### src/rtl/tdm_serialiser.sv
`default_nettype none
// ============================================================================
// Module   : tdm_serialiser
// Purpose  : Multi-channel TDM frame serialiser with one-frame holding buffer,
//            clk_en-gated bit shifting and configurable frame-sync marker.
// Revision : 1.0 - initial release
// ============================================================================
module tdm_serialiser #(
  parameter int NUM_BITS  = 24,
  parameter int NUM_CH    = 2,
  parameter int MSB_FIRST = 1,
  parameter int SYNC_MODE = 0,
  localparam int FRAME_BITS = NUM_CH * NUM_BITS,
  localparam int CH_W       = (NUM_CH > 1) ? $clog2(NUM_CH) : 1
) (
  input  logic                  clk,
  input  logic                  rst,
  input  logic                  clk_en,
  input  logic                  s_valid,
  output logic                  s_ready,
  input  logic [FRAME_BITS-1:0] s_data,
  output logic                  serial_out,
  output logic                  frame_sync,
  output logic [CH_W-1:0]       ch_idx,
  output logic                  busy,
  output logic                  frame_done
);

  localparam int BC_W = (NUM_BITS > 1) ? $clog2(NUM_BITS) : 1;
  localparam logic [BC_W-1:0] C_LAST_BIT = BC_W'(NUM_BITS - 1);
  localparam logic [CH_W-1:0] C_LAST_CH  = CH_W'(NUM_CH - 1);

  typedef enum logic [0:0] {
    ST_IDLE  = 1'b0,
    ST_SHIFT = 1'b1
  } state_t;

  state_t                r_state;
  state_t                w_state_nxt;
  logic                  r_hold_full;
  logic [FRAME_BITS-1:0] r_hold_data;
  logic [FRAME_BITS-1:0] r_shift_data;
  logic [BC_W-1:0]       r_bit_cnt;
  logic [CH_W-1:0]       r_ch_cnt;
  logic                  r_frame_done;

  logic                  w_accept;
  logic                  w_load;
  logic                  w_frame_end;
  logic                  w_last;
  logic                  w_first;
  logic                  w_sync;
  logic [NUM_BITS-1:0]   w_word;
  logic [BC_W-1:0]       w_bit_sel;

  // The holding register is the only path into the shifter; no bypass.
  assign w_accept = s_valid & ~r_hold_full;
  assign w_last   = (r_bit_cnt == C_LAST_BIT) && (r_ch_cnt == C_LAST_CH);
  assign w_first  = (r_bit_cnt == '0) && (r_ch_cnt == '0);

  assign s_ready    = ~r_hold_full;
  assign ch_idx     = r_ch_cnt;
  assign frame_done = r_frame_done;

  // Channel word selection from the frame currently on the wire.
  always_comb begin
    w_word = '0;
    for (int k = 0; k < NUM_CH; k++) begin
      if (r_ch_cnt == CH_W'(k)) begin
        w_word = r_shift_data[k*NUM_BITS +: NUM_BITS];
      end
    end
  end

  generate
    if (MSB_FIRST != 0) begin : g_msb_first
      assign w_bit_sel = C_LAST_BIT - r_bit_cnt;
    end else begin : g_lsb_first
      assign w_bit_sel = r_bit_cnt;
    end

    if (SYNC_MODE != 0) begin : g_sync_first_bit
      assign w_sync = w_first;
    end else begin : g_sync_whole_frame
      assign w_sync = 1'b1;
    end
  endgenerate

  always_ff @(posedge clk) begin
    if (rst) begin
      r_state <= ST_IDLE;
    end else begin
      r_state <= w_state_nxt;
    end
  end

  always_comb begin
    w_state_nxt = r_state;
    w_load      = 1'b0;
    w_frame_end = 1'b0;
    serial_out  = 1'b0;
    frame_sync  = 1'b0;
    busy        = 1'b0;
    case (r_state)
      ST_IDLE: begin
        if (clk_en && r_hold_full) begin
          w_load      = 1'b1;
          w_state_nxt = ST_SHIFT;
        end
      end
      ST_SHIFT: begin
        serial_out = w_word[w_bit_sel];
        frame_sync = w_sync;
        busy       = 1'b1;
        // Back-to-back reload on the edge that ends the final bit period.
        if (clk_en && w_last) begin
          w_frame_end = 1'b1;
          if (r_hold_full) begin
            w_load = 1'b1;
          end else begin
            w_state_nxt = ST_IDLE;
          end
        end
      end
      default: begin
        w_state_nxt = ST_IDLE;
      end
    endcase
  end

  always_ff @(posedge clk) begin
    if (rst) begin
      r_hold_full <= 1'b0;
      r_hold_data <= '0;
    end else if (w_accept) begin
      r_hold_full <= 1'b1;
      r_hold_data <= s_data;
    end else if (w_load) begin
      r_hold_full <= 1'b0;
    end
  end

  always_ff @(posedge clk) begin
    if (rst) begin
      r_shift_data <= '0;
      r_bit_cnt    <= '0;
      r_ch_cnt     <= '0;
    end else if (w_load) begin
      r_shift_data <= r_hold_data;
      r_bit_cnt    <= '0;
      r_ch_cnt     <= '0;
    end else if (clk_en && (r_state == ST_SHIFT)) begin
      if (w_frame_end) begin
        r_bit_cnt <= '0;
        r_ch_cnt  <= '0;
      end else if (r_bit_cnt == C_LAST_BIT) begin
        r_bit_cnt <= '0;
        r_ch_cnt  <= r_ch_cnt + 1'b1;
      end else begin
        r_bit_cnt <= r_bit_cnt + 1'b1;
      end
    end
  end

  always_ff @(posedge clk) begin
    if (rst) begin
      r_frame_done <= 1'b0;
    end else begin
      r_frame_done <= w_frame_end;
    end
  end

endmodule
`default_nettype wire

### config.mk
export PLATFORM = sky130hd
export DESIGN_NAME = tdm_serialiser
export DESIGN_NICKNAME = d
export VERILOG_FILES = /design/src/rtl/tdm_serialiser.sv
export SDC_FILE = /design/constraint.sdc
export NUM_CORES = 1
export LEC_CHECK = 0
export CELL_PAD_IN_SITES_DETAIL_PLACEMENT = 0
export CELL_PAD_IN_SITES_GLOBAL_PLACEMENT = 1
export CORE_ASPECT_RATIO = 1.1
export CORE_MARGIN = 5
export CORE_UTILIZATION = 40
export DETAILED_ROUTE_END_ITERATION = 12
export PLACE_DENSITY = 0.87
export SYNTH_ARGS = -nofsm -noshare
export SYNTH_HDL_FRONTEND = slang
export SYNTH_SLANG_ARGS = --single-unit
### constraint.sdc
create_clock -name clk -period 2.1 [get_ports clk]
set_clock_uncertainty 0.05 [all_clocks]
set_input_delay 0.315 -clock clk [delete_from_list [all_inputs] [get_ports clk]]
set_output_delay 0.315 -clock clk [all_outputs]
set_load 0.1 [all_outputs]
==> qor.yml <==
synthesis:
  yosysSeqAreaShare_pct: 50.4
  syn_inst: 507
  ys_types: 35
  synth_warnings: 0
  syn_avg_cell_area_um2: 8.23
  syn_nets: 561
  synth_area_um2: 4170
  synth.ff_latch_count: 105
cts:
  worstSkewPairLatency_ns: 0.34
  cts_htree_levels: 3
  hold_buffers: 0
  cts_buffers: 9
  ctsRootBufferMaster: "clkbuf_16"
  clk_pin_slew_ns: 0.07
  cts_tree: "yes"
  cts_num_sinks: 105
  clockBufferDepth: 2
timing:
  relSlewSlack_pct: 67.1
  setup_ws_ns: -0.336
  fin_crit_sh_pct: 116
  rsz0062_at_grt: "true"
  finalSetupViolations: 1
  worst_pin_slew_ns: 0.493
  fin_crit_ns: 2.44
  hold_viol: 0
  drv_slew: 0
  max_freq_mhz: 411
placement:
  place.gp.congestion: 0.842
  dp_hpwl_um: 6650
  place_worst_setup_slack_ns: -0.0381
  port-buffer-count: 57
  dpl_cell_area_um2: 4960
routing:
  wirelength_um: 9330
  vias: 3493
  drc: 0
  viasPerCell: 4.97
  ant_nets: 0
  dr.pass1.iters: 5
  wl_per_cell_um: 13.3
  drt_iter0_drc: 134
setup_path:
  crit_path_end: "serial_out"
  critPathKind: "register to output pin"
  rr_worst_depth: 8
  reg2reg_from: "r_bit_cnt[1]"
  cp-startpoint: "ch_idx"
  cp.arrival_ns: 2.07
  slowest_delay_ns: 0.38
  crit_chain: "buf_6 > mux4_2 > mux2i_1 > mux2_4 > o32ai_4 > buf_12"
  critPathMaxFanout: 6
  worst_setup_path_end_kind: "output pin"
  cpMaxStageDelayCell: "dfxtp_4"
  r2r_slack_ns: 0.21
  r2r-end: "r_shift_data[39]"
  start_kind: "register"
  required_ns: 1.74
finish:
  nFillCells: 1011
  antennaDiodeCount: 0
  drive_above_1_share_pct: 11.1
  nets: 609
  seq_area_um2: 2110
  area_delta_synth_final_pct: 27.1
  final_area_um2: 5310
  multi_input_area_um2: 1900
global_routing:
  grt.busiest_layer: "met2"
  grt_pass1_wl_um: 15900
  track_usage_pct: 15.8
  grt_pass1_vias: 3484
  antenna_found_initial: 0
  grt_max_degree: 52
  grt-ovfl-total: 0
  grt_util_met2_pct: 28.2
  met1_usage_pct: 18.7
  use_met3_pct: 2.69
power:
  finalPower_mw: 4.19
  ir_worst_vdd_mv: 0.431
  powerDensity_nw_per_um2: 790
  p_leak_nw: 1.86
floorplanning:
  io_pins: 58
  die_y_um: 117
  rows: 39
  start_util_pct: 40.5
  die_w_um: 107
  core_um2: 10300
  dieArea_um2: 12600
run_status:
  outcome: "finished, violations left"
  failed_checks: "negative setup slack"
min_path:
  hold_path_class: "input port to register"
flow_run:
  cap_violations: 0
==> cells in the mapped netlist <==
library cell / instances / share of area [%]
o221ai_1: 1 / 0.21
nor2b_1: 2 / 0.30
ha_1: 2 / 0.60
dfxtp_1: 105 / 50
o41a_1: 1 / 0.27
and3_1: 1 / 0.15
nand4_2: 1 / 0.30
mux4_1: 5 / 3.1
mux2i_1: 2 / 0.48
a21oi_2: 1 / 0.21
a21oi_1: 102 / 12
buf_4: 3 / 0.54
a22o_1: 1 / 0.21
nand2b_1: 5 / 0.75
nor2_1: 8 / 0.72
a21o_1: 1 / 0.18
buf_1: 5 / 0.45
inv_1: 3 / 0.27
clkbuf_1: 22 / 2.0
buf_6: 1 / 0.27
buf_2: 8 / 0.96
o221ai_2: 1 / 0.36
mux4_2: 7 / 3.8
nand3_1: 4 / 0.48
nor3_1: 2 / 0.24
o211ai_1: 1 / 0.18
o32ai_1: 1 / 0.21
o21ai_0: 1 / 0.12
mux2_2: 1 / 0.27
o22a_1: 1 / 0.21
nand2_1: 202 / 18
a311oi_1: 1 / 0.21
xor2_1: 2 / 0.42
buf_12: 1 / 0.48
nand4_1: 2 / 0.30
==> worst min path at each step <==
| stage | end | cells after the start | start |
|---|---|---|---|
| 2_1_floorplan | r_hold_full | 2 | s_valid |
| 3_3_place_gp | r_shift_data[20] | 2 | r_hold_data[20] |
| 3_5_place_dp | r_shift_data[33] | 2 | r_shift_data[33] |
| 4_1_cts | r_shift_data[38] | 2 | rst |
| 5_1_grt | r_shift_data[14] | 2 | rst |
| 6_report | r_shift_data[14] | 2 | rst |
==> flip-flops by register name, indices dropped and copies added (netlist names) <==
register and cells:
r_hold_full 1, r_shift_data 48, frame_done 1, r_bit_cnt 5, r_state 1, r_hold_data 48
ch_idx 1
==> stage by stage <==
stage | util [%] | setup TNS [ns] | instances | hold slack [ns]
final | 51.5 | -0.336 | 703 | 0.174
after global routing | 51.5 | -0.424 | 703 | 0.176
after CTS | 51.5 | -0.325 | 703 | 0.170
after detailed placement | 48.2 | -0.0381 | 684 | 0.395
after global placement | 48.2 | 0 | 684 | 0.391
after floorplan | - | -0.405 | 507 | 0.381
==> placed cells by master (no fill, tap or decap), types with 2 or more instances in the layout <==
cell,n
a21oi_1,102
buf_12,8
buf_4,17
clkbuf_16,9
clkdlybuf4s50_1,50
clkinv_2,2
clkinv_4,2
dfxtp_1,103
ha_1,2
inv_1,3
mux2i_1,2
mux4_1,2
mux4_2,10
nand2_1,202
nand2b_1,5
nand3_1,4
nand4_1,2
nor2_1,8
nor3_1,2
o221ai_2,2
xor2_1,2
==> metal layers <==
metal	vias up	share of wire, %
met5	-	0
met4	0	2.9
met3	20	2.6
met2	55	52
met1	1648	43
li1	1770	-
==> layout make-up <==
| cell class | instances | share of cell area [%] |
|---|---|---|
| clock buffer | 10 | 4.50 |
| tap | 143 | 3.37 |
| clock inverter | 6 | 1.25 |
| sequential | 105 | 39.7 |
| inverter | 3 | 0.212 |
| multi-input combinational | 359 | 35.8 |
| timing repair buffer | 77 | 15.2 |
==> critical path: cells and delay by family, from the launching register on <==
family                 cells  cell delay (ns)
muxes                      3             0.68
DFF                        1             0.38
buffers and inverters      2             0.37
AOI/OAI and AO/OA          1             0.30
==> power by group <==
group / internal [mW] / switching [mW]
combinational: 0.181 / 0.208
sequential: 2.06 / 0.0439
clock: 0.961 / 0.734
==> kinds of logic (layout without fill, tap and decap cells) <==
family	Yosys count	count (layout)	synth area share (%)
adder cells (fa/ha/maj)	2	2	0.599
XOR/XNOR	2	2	0.420
buffers and inverters	43	96	4.95
flip-flops	105	105	50.4
AO/OA/AOI/OAI	113	113	14.6
AND/OR/NAND/NOR	227	227	21.4
multiplexers	15	15	7.67
==> timing repair <==
item                       4_1_cts  5_1_grt
hold endpoints to repair         0        0
setup buffers                    3        0
resized for setup                7        0
pin swaps                        5        1
setup endpoints to repair        1        1
Power figures use the tool's default switching activity.
